$ cat src/rtl/axi_wr_master.sv
// AXI4 write master fed by the DDR write-burst controller. Takes one burst
// request at a time, prefetches beats from the controller's write FIFO into a
// 2-entry skid buffer, and drives AW/W/B to the memory controller.
module axi_wr_master #(
    parameter int          DATA_WIDTH = 256,
    parameter int          ADDR_SHIFT = 2,
    parameter logic [31:0] BASE_ADDR  = 32'h0,
    parameter int          ID_WIDTH   = 4,
    parameter int          AXI_ID     = 0
) (
    input  logic                      ui_clk,
    input  logic                      ui_rst,
    input  logic                      wr_burst_req,
    input  logic [31:0]               wr_burst_addr,
    input  logic [9:0]                wr_burst_len,
    output logic                      wr_ready,
    output logic                      wr_fifo_re,
    input  logic [DATA_WIDTH-1:0]     wr_fifo_data,
    output logic                      wr_burst_finish,
    output logic [1:0]                wr_err,
    output logic [ID_WIDTH-1:0]       m_axi_awid,
    output logic [31:0]               m_axi_awaddr,
    output logic [7:0]                m_axi_awlen,
    output logic [2:0]                m_axi_awsize,
    output logic [1:0]                m_axi_awburst,
    output logic                      m_axi_awvalid,
    input  logic                      m_axi_awready,
    output logic [DATA_WIDTH-1:0]     m_axi_wdata,
    output logic [DATA_WIDTH/8-1:0]   m_axi_wstrb,
    output logic                      m_axi_wlast,
    output logic                      m_axi_wvalid,
    input  logic                      m_axi_wready,
    input  logic [ID_WIDTH-1:0]       m_axi_bid,
    input  logic [1:0]                m_axi_bresp,
    input  logic                      m_axi_bvalid,
    output logic                      m_axi_bready
);

    localparam int SIZE_LOG2 = $clog2(DATA_WIDTH / 8);

    typedef enum logic [2:0] {S_IDLE, S_AW, S_W, S_B, S_DONE, S_HOLD} state_t;

    state_t                r_state;
    logic [31:0]           r_awaddr;
    logic [7:0]            r_awlen;
    logic                  r_awvalid;
    logic                  r_bready;
    logic                  r_finish;
    logic [1:0]            r_err;
    logic [8:0]            r_beats;
    logic [8:0]            r_reads;
    logic                  r_fifo_re;
    logic                  r_re_d;
    logic [1:0]            r_occ;
    logic                  r_rd_ptr;
    logic                  r_wr_ptr;
    logic [DATA_WIDTH-1:0] r_buf [0:1];

    logic                  w_accept;
    logic                  w_push;
    logic                  w_pop;
    logic                  w_wvalid;
    logic                  w_last_beat;
    logic [8:0]            w_n;
    logic [1:0]            w_occ_next;
    logic                  w_prefetch_ok;
    logic                  w_unused_bid;

    assign w_accept      = (r_state == S_IDLE) && wr_burst_req;
    assign w_n           = {1'b0, r_awlen} + 9'd1;
    assign w_wvalid      = (r_state == S_W) && (r_occ != 2'd0);
    assign w_last_beat   = (r_beats == {1'b0, r_awlen});
    // Data requested last cycle lands in the buffer at the end of this one.
    assign w_push        = r_re_d;
    assign w_pop         = w_wvalid && m_axi_wready;
    assign w_occ_next    = r_occ + 2'(w_push) - 2'(w_pop);
    // Buffered entries plus the read still in flight must leave room for one more.
    assign w_prefetch_ok = ((r_state == S_AW) || (r_state == S_W)) && (r_reads < w_n) &&
                           ((3'(w_occ_next) + 3'(r_fifo_re)) < 3'd2);
    assign w_unused_bid  = ^m_axi_bid;

    assign wr_ready        = (r_state == S_IDLE) && !ui_rst;
    assign wr_fifo_re      = r_fifo_re;
    assign wr_burst_finish = r_finish;
    assign wr_err          = r_err;
    assign m_axi_awid      = ID_WIDTH'(AXI_ID);
    assign m_axi_awaddr    = r_awaddr;
    assign m_axi_awlen     = r_awlen;
    assign m_axi_awsize    = 3'(SIZE_LOG2);
    assign m_axi_awburst   = 2'b01;
    assign m_axi_awvalid   = r_awvalid;
    assign m_axi_wdata     = r_buf[r_rd_ptr];
    assign m_axi_wstrb     = '1;
    assign m_axi_wvalid    = w_wvalid;
    assign m_axi_wlast     = w_wvalid && w_last_beat;
    assign m_axi_bready    = r_bready;

    // Burst sequencing: request latch, AW/B handshakes, finish pulse and error flags.
    always_ff @(posedge ui_clk or posedge ui_rst) begin
        if (ui_rst) begin
            r_state   <= S_IDLE;
            r_awaddr  <= 32'h0;
            r_awlen   <= 8'h0;
            r_awvalid <= 1'b0;
            r_bready  <= 1'b0;
            r_finish  <= 1'b0;
            r_err     <= 2'b00;
            r_beats   <= 9'd0;
        end else begin
            r_finish <= 1'b0;
            case (r_state)
                S_IDLE: begin
                    if (wr_burst_req) begin
                        r_awaddr <= (wr_burst_addr << ADDR_SHIFT) + BASE_ADDR;
                        if (wr_burst_len[9:8] != 2'b00) begin
                            r_awlen  <= 8'hFF;
                            r_err[1] <= 1'b1;
                        end else begin
                            r_awlen <= wr_burst_len[7:0];
                        end
                        r_awvalid <= 1'b1;
                        r_beats   <= 9'd0;
                        r_state   <= S_AW;
                    end
                end
                S_AW: begin
                    if (m_axi_awready) begin
                        r_awvalid <= 1'b0;
                        r_state   <= S_W;
                    end
                end
                S_W: begin
                    if (w_pop) begin
                        r_beats <= r_beats + 9'd1;
                        if (w_last_beat) begin
                            r_bready <= 1'b1;
                            r_state  <= S_B;
                        end
                    end
                end
                S_B: begin
                    if (m_axi_bvalid) begin
                        r_bready <= 1'b0;
                        r_err[0] <= r_err[0] | (m_axi_bresp != 2'b00);
                        r_finish <= 1'b1;
                        r_state  <= S_DONE;
                    end
                end
                S_DONE:  r_state <= S_HOLD;
                default: r_state <= S_IDLE;
            endcase
        end
    end

    // FIFO prefetch control and skid-buffer occupancy/pointers.
    always_ff @(posedge ui_clk or posedge ui_rst) begin
        if (ui_rst) begin
            r_fifo_re <= 1'b0;
            r_re_d    <= 1'b0;
            r_occ     <= 2'd0;
            r_rd_ptr  <= 1'b0;
            r_wr_ptr  <= 1'b0;
            r_reads   <= 9'd0;
        end else begin
            r_re_d <= r_fifo_re;
            r_occ  <= w_occ_next;
            if (w_push) r_wr_ptr <= ~r_wr_ptr;
            if (w_pop)  r_rd_ptr <= ~r_rd_ptr;
            if (w_accept) begin
                r_reads   <= 9'd0;
                r_fifo_re <= 1'b0;
            end else if (w_prefetch_ok) begin
                r_reads   <= r_reads + 9'd1;
                r_fifo_re <= 1'b1;
            end else begin
                r_fifo_re <= 1'b0;
            end
        end
    end

    // Skid-buffer storage; data only, no reset needed.
    always_ff @(posedge ui_clk) begin
        if (w_push) r_buf[r_wr_ptr] <= wr_fifo_data;
    end

endmodule

$ cat config.mk
export PLATFORM = sky130hd
export DESIGN_NAME = axi_wr_master
export DESIGN_NICKNAME = d
export VERILOG_FILES = /design/src/rtl/axi_wr_master.sv
export SDC_FILE = /design/constraint.sdc
export NUM_CORES = 1
export LEC_CHECK = 0
export ABC_AREA = 1
export ABC_CLOCK_PERIOD_IN_PS = 11200
export CAP_MARGIN = 40
export CORE_AREA = 4 4 256 258
export DETAILED_ROUTE_END_ITERATION = 6
export DIE_AREA = 0 0 260 262
export DONT_BUFFER_PORTS = 1
export GPL_ROUTABILITY_DRIVEN = 0
export GPL_TIMING_DRIVEN = 0
export HOLD_SLACK_MARGIN = 0.12
export PLACE_DENSITY = 0.53
export SLEW_MARGIN = 20
export SYNTH_ARGS = -nofsm -noshare
export SYNTH_HDL_FRONTEND = slang
export SYNTH_SLANG_ARGS = --single-unit
$ cat constraint.sdc
create_clock -name ui_clk -period 11.2 [get_ports ui_clk]
set_input_delay 1.68 -clock ui_clk [delete_from_list [all_inputs] [get_ports ui_clk]]
set_output_delay 1.68 -clock ui_clk [all_outputs]
set_load 0.05 [all_outputs]
==> flow_metrics.tcl, run 1 <==
set metrics [dict create \
    yosys_warnings 0 \
    rr_startpoint "m_axi_awlen[2]" \
    die_w_um 260 \
    netlist_instances 1293 \
    critPathCaptureType "output port" \
    cp-start-kind "register" \
    cp.arrival_ps 2900 \
    clock.fmax_mhz 218 \
    power_frac_seq 0.397 \
    final_area_um2 25800 \
    place_hpwl_mm 39.1 \
    dieHeight_um 262 \
    path_max_fanout 10 \
    layoutNonFillerInstCount 2310 \
    cts_hold_buf 0 \
    reg2reg_depth 15 \
    rsz0062_at_grt "false" \
    irDropWorstVdd_v 0.000175 \
    ys.flop_type "edfxtp_1" \
    p_clk_frac 0.222 \
    hp-class "reg2reg" \
    drtIter0Drc 569 \
    clk_pin_slew_worst_paths_ps 60 \
    ant_nets 0 \
    postSynthAreaPerCell_um2 17.3 \
    grt_remaining_overflow 0 \
    core-area_um2 63000 \
    clk_latency_ps 610 \
    antenna_found_initial 3 \
    cts_tree "done" \
    dieArea_um2 68100 \
    p_sw_mw 3.67 \
    synth_area_um2 22300 \
    outcome "complete, no violations" \
    placed_area_um2 24000 \
    reg2reg_slack_ps 8190 \
    clk_path_buf_depth 3 \
    tns_ps 0 \
    hold_viol 0 \
    final_core_util 0.410 \
    ctsResizeCount 0 \
    drv_cap 0 \
    timing.final.setup_violations 0 \
    area_growth_pct 15.7 \
    comb_power_share 0.381 \
    crit_required_ps 9520 \
    drv_slew 0 \
    tightest_slew_ps 682 \
    grt_pass1_vias 11302 \
    clockRootBuffer "clkbuf_16" \
    grt_start_max_net_pins 91 \
    htree_num_levels 2 \
    num_io_pins 656 \
    fin_crit_sh 0.409 \
    wirelength_mm 52.8 \
    internal_power_mw 4.66 \
    slew_headroom 0.546 \
    dr.pass1.iters 5 \
    cts_buffers 60 \
    cts.sink_count 582 \
    via_count 10848 \
    layout-drive-gt1-share 0.311 \
    async_flop_share 0.120 \
    ys_ff_latch 582 \
    cts_setup_buffers 0 \
    hold_end "r_wr_ptr" \
    viasPerCell 4.70 \
    drc_errors 0 \
    dp_cells 2199 \
    worstHoldPathCells 1 \
    rows 92 \
    grt_first_pass_wirelength_mm 73.7 \
    p_leak_nw 9.18 \
    power.density_nw_per_um2 322 \
    initial_core_util 0.355 \
    min_from "r_re_d" \
    ys_types 31 \
    finalCriticalPeriod_ps 4580 \
    fin_nets 1738 \
    wl_per_cell_um 22.8 \
    yosysSeqAreaShare 0.767 \
    clock_skew_ps 12.9 \
    grt.total_usage 0.145 \
    reg2reg_to "r_reads[2]" \
    synth-edff-count 512 \
    critPathKind "reg2out" \
    switching_share 0.441 \
    io_buffers 0 \
    power_mw 8.33 \
]
[cell families (layout without fill, tap and decap cells)]
kind of cell | count (synthesis) | in the layout | share of synthesized area
simple gates | 250 | 250 | 0.0480
other cells | 2 | 45 | 0.000336
compound gates | 40 | 40 | 0.00936
fa+ha+maj | 13 | 13 | 0.00728
buf+inv | 133 | 261 | 0.0324
mux | 256 | 256 | 0.129
flops | 582 | 582 | 0.767
xor+xnor | 17 | 17 | 0.00667
[synthesized netlist by cell type (3+ instances only)]
master    instances  area, um2
nor3_1            7       35.0
mux2_2          256       2880
buf_4            44        330
buf_2            36        180
nand3_1          27        135
ha_1             13        163
o21ai_0          24        120
xnor2_1           5       43.8
a21oi_1          12       60.1
nand2_2           3       18.8
nand2_1         168        631
inv_1            47        176
nor2_1           27        101
nand2_4           3       33.8
dfrtp_1          70       1750
xor2_1           12        105
edfxtp_1        512      15400
nand4_1           7       43.8
[how the worst max path moves through the flow]
| stage | from | to | slack, ps | depth (start not counted) |
|---|---|---|---|---|
| after floorplan | r_wr_ptr | r_buf[0][0] | 3630 | 1 |
| after global placement | r_wr_ptr | r_buf[0][89] | -500 | 1 |
| after detailed placement | r_rd_ptr | m_axi_wdata[162] | 6970 | 4 |
| after CTS | r_rd_ptr | m_axi_wdata[162] | 6280 | 4 |
| after global routing | r_rd_ptr | m_axi_wdata[162] | 6240 | 4 |
| final | r_rd_ptr | m_axi_wdata[162] | 6620 | 4 |
[state kept, by name, indices dropped and copies added, names as in the netlist, 2 cells and up]
name / count
r_reads: 9
r_buf: 512
wr_err: 2
m_axi_awlen: 8
r_beats: 9
m_axi_awaddr: 30
r_occ: 2
r_state: 3
[worst max-delay path: stages (launching register included)]
cell,delay (ps)
dfrtp_1,320
clkbuf_1,350
clkbuf_1,540
buf_2,510
mux2_2,560
[layout by cell type (no fill, tap or decap), drive strengths merged]
master and instances:
clkinvlp 2, xor2 12, o21ai 24, bufinv 2
nor3 8, o31ai 1, mux2 256, xnor2 5
clkbuf 77, clkinv 26, o21bai 2, conb 43
buf 101, nand4 7, o22ai 1, nor3b 1
ha 13, nor4 1, nand2 174, edfxtp 512
dfrtp 70, diode 2, a21oi 12, inv 53
nor2 30, nand3 29
[per-stage QoR]
stage          hold slack [ps]  worst slack (ps)
2_1_floorplan              481              3630
3_3_place_gp               497              -498
3_5_place_dp               527              6970
4_1_cts                    538              6280
5_1_grt                    562              6240
6_report                   530              6620
[cell type report]
class	instances	area, um2
Tap cell	846	1060
Clock inverter	34	254
Multi-Input combinational cell	619	4650
Buffer	84	541
Fill cell	5684	37100
Sequential cell	582	17100
Inverter	49	194
Antenna cell	2	5.00
Clock buffer	75	1580
Timing Repair Buffer	19	440
[per-layer routing]
metal | share of wire | vias up | GRT usage
met2 | 0.52 | 481 | 0.259
li1 | - | 4924 | -
met1 | 0.32 | 5345 | 0.142
met3 | 0.13 | 94 | 0.0799
met4 | 0.029 | 4 | 0.0505
met5 | 0.00051 | - | 0
[power by group through the flow]
stage                     Combinational, mW  Sequential [mW]  Clock [mW]
after floorplan                        2.63             3.40           0
after global placement                 3.13             3.53           0
after detailed placement               3.24             3.35           0
after CTS                              3.25             3.31        1.92
after global routing                   3.36             3.35        2.01
final                                  3.17             3.31        1.85
Power figures use the tool's default switching activity.
==> run 2, diff against run 1 <==
--- a/config.mk
+++ b/config.mk
@@ -6,7 +6,7 @@
 export NUM_CORES = 1
 export LEC_CHECK = 0
 export ABC_AREA = 1
-export ABC_CLOCK_PERIOD_IN_PS = 11200
+export ABC_CLOCK_PERIOD_IN_PS = 4210
 export CAP_MARGIN = 40
 export CORE_AREA = 4 4 256 258
 export DETAILED_ROUTE_END_ITERATION = 6
==> constraint.sdc (replaced) <==
create_clock -name ui_clk -period 4.21 [get_ports ui_clk]
set_input_delay 0.6315 -clock ui_clk [delete_from_list [all_inputs] [get_ports ui_clk]]
set_output_delay 0.6315 -clock ui_clk [all_outputs]
set_load 0.05 [all_outputs]
==> flow_metrics.tcl, run 2 (synthesis results as in run 1) <==
set metrics [dict create \
    outcome "complete, no violations" \
    holdWs_ps 165 \
    clk_latency_ps 620 \
    area_growth_pct 29.0 \
    top_register "r_buf" \
    timing.final.setup_violations 0 \
    layout_commonest_cell "edfxtp_1" \
    drtIter0Drc 635 \
    rows 92 \
    place_hpwl_mm 40.0 \
    clock_skew_ps 27.6 \
    dieArea_um2 68100 \
    core-area_um2 63000 \
    slew_headroom 0.565 \
    placed_area_um2 24100 \
    multi_input_area_um2 4650 \
    crit_required_ps 3580 \
    p_leak_nw 10.4 \
    via_count 12058 \
    critPathCaptureType "output port" \
    critPathKind "reg2out" \
    cp-start-kind "register" \
    dp_cells 2205 \
    grt_first_pass_wirelength_mm 78.3 \
    path_max_fanout 10 \
    num_io_pins 656 \
    grt_pass1_vias 12800 \
    grt_start_max_net_pins 55 \
    ant_nets 0 \
    irDropWorstVdd_v 0.000431 \
    cp.arrival_ps 2730 \
    grt_remaining_overflow 0 \
    finalCriticalPeriod_ps 3360 \
    hp-class "in2reg" \
    cts_tree "done" \
    wirelength_mm 54.5 \
    setup_slack_ps 853 \
    largest_register_ffs 512 \
    final_cell_mix "edfxtp_1, dlygate4sd3_1, mux2_2, nand2_1, dfrtp_1" \
    cts_buffers 61 \
    dr.pass1.iters 4 \
    hold_viol 0 \
    power.density_nw_per_um2 786 \
    drc_errors 0 \
    layoutNonFillerInstCount 2601 \
    tightest_slew_ps 653 \
    seq_area_um2 17100 \
    die_w_um 260 \
    pre_cts_slack_ps 1220 \
    initial_core_util 0.355 \
    fin_nets 2029 \
    dieHeight_um 262 \
    final_area_um2 28800 \
    clk_path_buf_depth 3 \
    fillCellCount 5442 \
    drv_slew 0 \
    antenna_found_initial 2 \
    fin_crit_sh 0.797 \
    cts.sink_count 582 \
    drv_cap 0 \
    io_buffers 0 \
    tns_ps 0 \
    grt.total_usage 0.151 \
    clockRootBuffer "clkbuf_16" \
    htree_num_levels 2 \
    layout-drive-gt1-share 0.268 \
    viasPerCell 4.64 \
    wl_per_cell_um 21.0 \
    clk_pin_slew_worst_paths_ps 60 \
    clock.fmax_mhz 298 \
    rsz0062_at_grt "false" \
]
[run 2: cell types whose count changed in the layout (fill, tap and decap cells not counted), moves of 4 or more]
cell and delta:
dlygate4sd3_1 +284, buf_12 +12, buf_16 -6, clkinv_2 +5
clkbuf_1 -4
[run 2: routing by layer]
metal / share of wire / GRT usage
met1: 0.35 / 0.162
met2: 0.52 / 0.267
met3: 0.092 / 0.0564
met4: 0.038 / 0.0627
met5: 0.00022 / 0
[run 2: what timing repair did]
| item | 4_1_cts | 5_1_grt |
|---|---|---|
| resized for setup | 0 | 0 |
| setup buffers | 0 | 0 |
| hold buffers | 283 | 1 |
| endpoints found under the hold margin | 554 | 1 |
[run 2: worst max-delay path, stage by stage, from the launching register on]
cell      delay, ps
dfrtp_1         320
clkbuf_1        280
clkbuf_1        440
buf_6           210
buf_2           290
mux2_2          570
[run 2: where the power goes]
group | internal (mW) | switching [mW] | leakage (nW)
clock | 2.88 | 2.16 | 0.932
combinational | 2.15 | 6.65 | 3.92
sequential | 7.68 | 1.12 | 5.58
total | 12.7 | 9.93 | 10.4
[run 2: area by class of cell]
type / instances / share of cell area
Inverter: 49 / 0.00660
Antenna cell: 2 / 0.000174
Clock buffer: 72 / 0.0552
Timing Repair Buffer: 309 / 0.116
Tap cell: 846 / 0.0367
Sequential cell: 582 / 0.594
Clock inverter: 38 / 0.0103
Multi-Input combinational cell: 619 / 0.161
Buffer: 84 / 0.0188
[run 2: path summary, 6_finish.rpt]
path,start,endpoint,slack [ps],depth (start not counted)
min reg2reg,r_re_d,r_wr_ptr,550,1
max in group asynchronous,ui_rst,r_reads[3],3210,3
min,wr_burst_addr[1],m_axi_awaddr[3],160,2
max,r_rd_ptr,m_axi_wdata[159],850,5
min in group asynchronous,ui_rst,r_state[1],450,2
max reg2reg,m_axi_awlen[2],r_reads[5],1230,15
[run 2: through the flow]
stage	utilization	total power, mW
4_1_cts	0.457	23.0
2_1_floorplan	-	16.0
5_1_grt	0.458	23.7
6_report	0.458	22.6
3_5_place_dp	0.382	17.6
3_3_place_gp	0.374	17.5
